<file path="src/rtl/rd_addr_gen_pkg.sv">
// Shared types and default geometry for the sample-buffer read address sequencer.
package rd_addr_gen_pkg;

  typedef enum logic [1:0] {
    IDLE = 2'd0,
    RUN  = 2'd1,
    DONE = 2'd2
  } state_t;

  localparam int DEF_DEPTH      = 100;
  localparam int DEF_ADDR_WIDTH = 7;

endpackage

</file>
<file path="src/rtl/rd_addr_cnt.sv">
// Loadable up-counter holding the current read address.
module rd_addr_cnt #(
  parameter int ADDR_WIDTH = 7
) (
  input  logic                  clk,
  input  logic                  rst,
  input  logic                  clr,
  input  logic                  load,
  input  logic [ADDR_WIDTH-1:0] load_val,
  input  logic                  inc,
  output logic [ADDR_WIDTH-1:0] cnt
);

  // clear outranks load, load outranks increment
  always_ff @(posedge clk or posedge rst) begin
    if (rst) begin
      cnt <= '0;
    end else if (clr) begin
      cnt <= '0;
    end else if (load) begin
      cnt <= load_val;
    end else if (inc) begin
      cnt <= cnt + 1'b1;
    end
  end

endmodule

</file>
<file path="src/rtl/rd_addr_gen.sv">
// Read-side address sequencer: streams addresses 0..len-1 under valid/ready, then pulses done.
module rd_addr_gen
  import rd_addr_gen_pkg::*;
#(
  parameter int ADDR_WIDTH = DEF_ADDR_WIDTH,
  parameter int DEPTH      = DEF_DEPTH
) (
  input  logic                  clk,
  input  logic                  rst,
  input  logic                  start_i,
  input  logic [ADDR_WIDTH-1:0] len_i,
  input  logic                  clear_i,
  output logic                  addr_valid_o,
  input  logic                  addr_ready_i,
  output logic [ADDR_WIDTH-1:0] rd_addr_o,
  output logic                  last_o,
  output logic                  busy_o,
  output logic                  done_o
);

  localparam logic [ADDR_WIDTH-1:0] DEPTH_W = ADDR_WIDTH'(DEPTH);
  localparam logic [ADDR_WIDTH-1:0] ONE_W   = ADDR_WIDTH'(1);

  function automatic logic [ADDR_WIDTH-1:0] clamp_len(input logic [ADDR_WIDTH-1:0] len);
    return (len > DEPTH_W) ? DEPTH_W : len;
  endfunction

  state_t                  state_q, state_d;
  logic [ADDR_WIDTH-1:0]   len_q, len_d;
  logic [ADDR_WIDTH-1:0]   addr;
  logic                    cnt_clr, cnt_load, cnt_inc;
  logic                    at_last;

  rd_addr_cnt #(
    .ADDR_WIDTH(ADDR_WIDTH)
  ) u_cnt (
    .clk     (clk),
    .rst     (rst),
    .clr     (cnt_clr),
    .load    (cnt_load),
    .load_val('0),
    .inc     (cnt_inc),
    .cnt     (addr)
  );

  // len_q is never zero while in RUN, so len_q-1 cannot underflow there
  assign at_last = (addr == (len_q - ONE_W));

  always_ff @(posedge clk or posedge rst) begin
    if (rst) begin
      state_q <= IDLE;
      len_q   <= '0;
    end else begin
      state_q <= state_d;
      len_q   <= len_d;
    end
  end

  always_comb begin
    state_d  = state_q;
    len_d    = len_q;
    cnt_clr  = 1'b0;
    cnt_load = 1'b0;
    cnt_inc  = 1'b0;
    if (clear_i) begin
      state_d = IDLE;
      cnt_clr = 1'b1;
    end else begin
      unique case (state_q)
        IDLE: begin
          if (start_i) begin
            len_d    = clamp_len(len_i);
            cnt_load = 1'b1;
            state_d  = (len_i == '0) ? DONE : RUN;
          end
        end
        RUN: begin
          // the final address is held rather than advanced, so it never walks past DEPTH-1
          if (addr_ready_i) begin
            if (at_last) begin
              state_d = DONE;
            end else begin
              cnt_inc = 1'b1;
            end
          end
        end
        DONE: begin
          state_d = IDLE;
        end
        default: begin
          state_d = IDLE;
        end
      endcase
    end
  end

  assign rd_addr_o    = addr;
  assign addr_valid_o = (state_q == RUN);
  assign last_o       = addr_valid_o & at_last;
  assign busy_o       = (state_q == RUN) | (state_q == DONE);
  assign done_o       = (state_q == DONE);

endmodule

</file>
<file path="config.mk">
export PLATFORM = sky130hd
export DESIGN_NAME = rd_addr_gen
export DESIGN_NICKNAME = d
export VERILOG_FILES = /design/src/rtl/rd_addr_gen_pkg.sv /design/src/rtl/rd_addr_cnt.sv /design/src/rtl/rd_addr_gen.sv
export SDC_FILE = /design/constraint.sdc
export NUM_CORES = 1
export LEC_CHECK = 0
export CAP_MARGIN = 20
export CORE_MARGIN = 10
export CORE_UTILIZATION = 25
export CTS_CLUSTER_SIZE = 16
export DETAILED_ROUTE_END_ITERATION = 16
export PLACE_DENSITY = 0.52
export SETUP_SLACK_MARGIN = 0.5
export SLEW_MARGIN = 20
export SYNTH_ARGS = -nofsm -noshare
export SYNTH_HDL_FRONTEND = slang
export SYNTH_SLANG_ARGS = --single-unit
</file>
<file path="constraint.sdc">
create_clock -name clk -period 2.85 [get_ports clk]
set_input_delay 0.57 -clock clk [delete_from_list [all_inputs] [get_ports clk]]
set_output_delay 0.57 -clock clk [all_outputs]
set_load 0.02 [all_outputs]
</file>
Word level (Yosys, flattened, before mapping)
Index checks and enable logic that the tools add are counted.
Storage, ports and cells
  word-level logic and storage cells: 38
  input port bits: 12
  bits in registers: 16
Operators by class
  eq/ne operators: 6
  $add $sub $neg: 2
  order comparisons: 1
  reduce and logical (&&, ||, !) cells: 5
  bitwise logic cells: 3
  mux-type cells: 18
Operators with widths (number)
  7-bit 2-to-1 mux: 4
  2-bit 2-to-1 mux: 5
  1-bit 2-to-1 mux: 8
  7-bit by 1-bit adder with 7-bit output, second input constant: 1
  7-bit == test: 1
  7-bit > comparator, second input constant: 1
  7-bit logical NOT: 1
  7-bit by 1-bit subtractor with 7-bit output, second input constant: 1
  3-bit by 2-bit != test with 1-bit output, second input constant: 2
  3-bit AND reduction: 2
  2-bit case mux with 2 select lines: 1
  3-bit != test, second input constant: 1
  3-bit nonzero test: 1
  2-bit by 1-bit == test with 1-bit output, second input constant: 1
  2-bit == test, second input constant: 1
  2-bit logical NOT: 1
  1-bit AND: 1
  1-bit NOT: 1
  1-bit OR: 1

Depth between registers and ports, before layout
  depth after elaboration: 9
  gate-level depth with buffers: 9
  gate-level depth less buffers: 8

Hierarchy
Synthesis repeated with hierarchy kept, for this count alone.
Second synthesis, totals
  cells, all modules: 133
  area, all modules: 1123.6 um^2
Modules (own cells, without submodules)
  rd_addr_gen: area each 726.9 um^2, cells each 91, seq. area each 225.2 um^2, times used 1
  rd_addr_cnt: area each 396.6 um^2, cells each 42, seq. area each 175.2 um^2, times used 1

Least setup slack after synthesis
No wires, ideal clock.
  path type: reg2out
  from: register len_q[0]
  to: output last_o
  data arrival time: 1.946 ns
  path slack: 0.334 ns
  path buffers: 1
  required time: 2.280 ns
  stages on the path, launching flop included: 9
  cell sequence: dfrtp_1 inv_1 ha_1 nor2_1 nand2b_1 a2111oi_0 o2111a_2 buf_2 and2_1
Between the ends
  cells in the longest elaborated chain, start to end: 3
RTL lines
  start: declaration: RTL line rd_addr_gen.sv:29  | logic [ADDR_WIDTH-1:0] len_q, len_d;
  start signal: assignment: RTL line rd_addr_gen.sv:55  | len_q <= len_d;
  7-bit by 1-bit subtractor with 7-bit output: RTL line rd_addr_gen.sv:47  | assign at_last = (addr == (len_q - ONE_W));
  7-bit == test: RTL line rd_addr_gen.sv:47
  1-bit AND: RTL line rd_addr_gen.sv:99  | assign last_o = addr_valid_o & at_last;
  end: declaration: RTL line rd_addr_gen.sv:16  | output logic last_o,
Every way passes these cells.

Worst setup path after layout
  from: register len_q[1]
  to: output last_o
Same word-level chain as after synthesis.

==> metrics.md <==
| Metric | Value |
|---|---|
| Crit-path max cell delay | `0.40 ns` |
| Setup violations, final | `0` |
| Status | `complete, no violations` |
| Simple-gate area share of the yosys netlist | `21.1%` |
| Post-synth cell types | `41` |
| Final wirelength | `3020 um` |
| Most instantiated library cell after synthesis | `dfrtp_1` |
| Critical path peak fanout | `4` |
| Syn Nets | `135` |
| First DRT Iteration DRCs | `45` |
| Ys async rst share | `100%` |
| Die Wd | `85.5 um` |
| Clock sinks | `16` |
| Routed Antenna Nets | `0` |
| Crit path cell chain | `inv_2 > ha_4 > xnor3_1 > and3_1 > o21a_1 > o2111a_2 > and2_4 > buf_6` |
| Worst slew pin tran | `0.631 ns` |
| Reg2reg setup slack | `0.47 ns` |
| Post-synth top area share | `37.4%` |
| CTS tree | `built` |
| Final HPWL DP | `2240 um` |
| Tcrit/Tclk final | `87.9%` |
| Area contributors post-synth | `dfrtp_1, ha_1, a21oi_1, o21ai_0, a22o_1` |
| Critical Path AT | `1.94 ns` |
| Skew-Pair Late Insertion Delay | `0.25 ns` |
| Die Height | `about 85 um` |
| Largest net degree at the start of global routing | `18` |
| Ys flop type | `dfrtp_1` |
| Launching point of the worst reg2reg path | `len_q[1]$_DFFE_PP0P_` |
| Max-cap violation count | `0` |
| Crit end category | `output port` |
| Hold Startpoint | `len_q[5]$_DFFE_PP0P_` |
| Max IR drop VDD | `236 uV` |
| EDFF count, synth | `0` |
| Placed Cells incl. Taps | `196` |
| H-tree Lvls | `1` |
| Setup Total Neg Slack | `0 ns` |
| Period minus WS final | `between 2 and 3 ns` |
| Layout Area Growth over Synthesis | `44.6%` |
| PD cells | `519 mW/mm2` |
| Number of port buffers | `22` |
| Final hold vios | `0` |
| Max-slew violation count | `0` |
| Synth cell count leaders | `dfrtp_1, a21oi_1, nor2_1` |
| Clock buffer depth | `2` |
| Setup CP Type | `flop to output port` |
| GRT Util Overall | `just over 8%` |
| Slowest cell on crit path | `dfrtp_1` |
| Post-synthesis compound-gate area fraction | `between 20 and 25%` |
| Syn Inst Count | `118` |
| Hold path cells | `1` |
| Area after DPL | `0.00142 mm2` |
| DR vias/cell | `~4.9` |
| Yosys reg bits | `16` |
| Largest family of logic cells by synthesized area | `compound AO/OA/AOI/OAI gates` |
| Reg2reg end | `u_cnt.cnt[5]$_DFFE_PP0P_` |
| Hold Path Sink | `len_q[5]$_DFFE_PP0P_` |
| Antenna diode count | `0` |
| Seq/Total Area, Yosys | `a little under two fifths` |
| XOR/XNOR Fraction of Synth Area | `7.01%` |
| Clock Tree Root | `clkbuf_8` |
| Post-route DRC | `0` |
| Min-Delay Path Class | `flop to flop` |
| Num ports | `23` |
| Leakage | `approximately 0.00064 uW` |
| Pre-antenna DRT Iters | `4` |
| Layout cells sized above 1 | `20.3%` |
| GPL Wtd Cong | `0.853` |
| Initial Utilization | `26.2%` |
| RSZ-0062 raised after global routing | `true` |
| Die footprint | `0.00730 mm2` |
| Avg WL per Cell | `14.9 um` |
| Worst-case clock skew | `0.00224 ns` |
| Synth warn | `0` |
| Clock buffer count from CTS | `3` |
| Core Area | `roughly 0.0041 mm2` |
| Post-synthesis cell area | `0.00107 mm2` |
| # rows | `23` |
| First-pass GRT wire length | `5000 um` |
| Via count | `1003` |
| Initial antenna violation count | `0` |
| Slew margin rel. | `57.9%` |
| Final instance count without filler cells | `203` |
| Multiplexer share of the synthesized area | `3.04%` |
| # nets final | `171` |
| Clk slew on worst S/H paths | `0.07 ns` |
| Max Fclk | `399 MHz` |
| Synth Area in Adders | `5.84%` |
| GRT overflow | `0` |
| Post-route cell area | `0.00155 mm2` |
| Critical path data required time | `~2.3 ns` |
| Yosys top cell by area | `dfrtp_1` |
| Syn avg cell area | `9.08 um2` |
| Number of global-route vias before repair | `1050` |
| Setup crit start kind | `flop` |
| Worst r2r path cells | `10` |
==> routing by layer <==
| layer | share of wire [%] | track usage (%) | up-vias |
|---|---|---|---|
| met5 | 0 | 0 | - |
| met4 | 0 | 1.80 | 0 |
| met2 | 49 | 13.2 | 20 |
| met1 | 46 | 9.80 | 478 |
| li1 | - | - | 505 |
| met3 | 5.6 | 2.87 | 0 |
==> critical path, delay by kind of cell, from the launching register on <==
family | cells | cell delay (ns)
adders and majority gates | 1 | 0.15
xor gates and xnor gates | 1 | 0.19
and+or+nand+nor | 2 | 0.33
DFF | 1 | 0.40
buffers and inverters | 2 | 0.20
AOI/OAI and AO/OA | 2 | 0.42
==> cell families after synthesis <==
kind of cell	after synthesis
xor gates and xnor gates	7
muxes	3
AOI/OAI and AO/OA	36
adders and majority gates	5
buffers and inverters	9
and+or+nand+nor	42
DFF	16
==> timing repair <==
item	CTS	global route
hold buffers	0	0
endpoints found under the setup margin	2	3
gates resized for setup	10	9
pin swaps	4	3
setup buffers	0	3
==> cell usage in the layout, fill, tap and decap left out, types with 4 or more instances in the layout <==
master and instances:
a21oi_1 9, a22o_1 4, buf_4 9, or3_1 5
clkbuf_8 4, xnor2_1 4, o21ai_0 8, dfrtp_1 15
nand2_1 8, clkdlybuf4s50_1 20, inv_1 6, nor2_1 8
ha_1 4
==> worst max path at each step <==
stage / from / to
after floorplan: len_q[0]$_DFFE_PP0P_ / last_o
after global placement: len_q[1]$_DFFE_PP0P_ / last_o
after detailed placement: len_q[1]$_DFFE_PP0P_ / last_o
after CTS: len_q[1]$_DFFE_PP0P_ / last_o
after global routing: len_q[1]$_DFFE_PP0P_ / last_o
final: len_q[1]$_DFFE_PP0P_ / last_o
==> state kept, by name (all words and copies together), names as in the netlist <==
register   flops
state_q        2
len_q          7
u_cnt.cnt      7
==> power by group <==
| group | internal [uW] | switching, uW |
|---|---|---|
| clock network | 123 | 84.2 |
| logic | 163 | 147 |
| registers | 256 | 31.8 |
| total | 542 | 263 |
==> metrics by stage <==
stage          setup slack, ns  power [uW]  hold WS (ns)  utilization (%)
2_1_floorplan            0.506         481         0.484                -
3_3_place_gp             0.145         568         0.549             34.8
3_5_place_dp            0.0656         573         0.563             34.8
4_1_cts                  0.323         787         0.579             36.4
5_1_grt                  0.255         860         0.596             37.9
6_report                 0.344         805         0.581             37.9
==> layout make-up <==
type | count | area (um2)
repair buffers | 32 | 312
flip-flops and latches | 16 | 402
clock buffers | 4 | 55.1
inverters | 8 | 30.0
fillers | 417 | 2540
well taps | 50 | 62.6
multi-input cells | 93 | 688
Power figures use the tool's default switching activity.
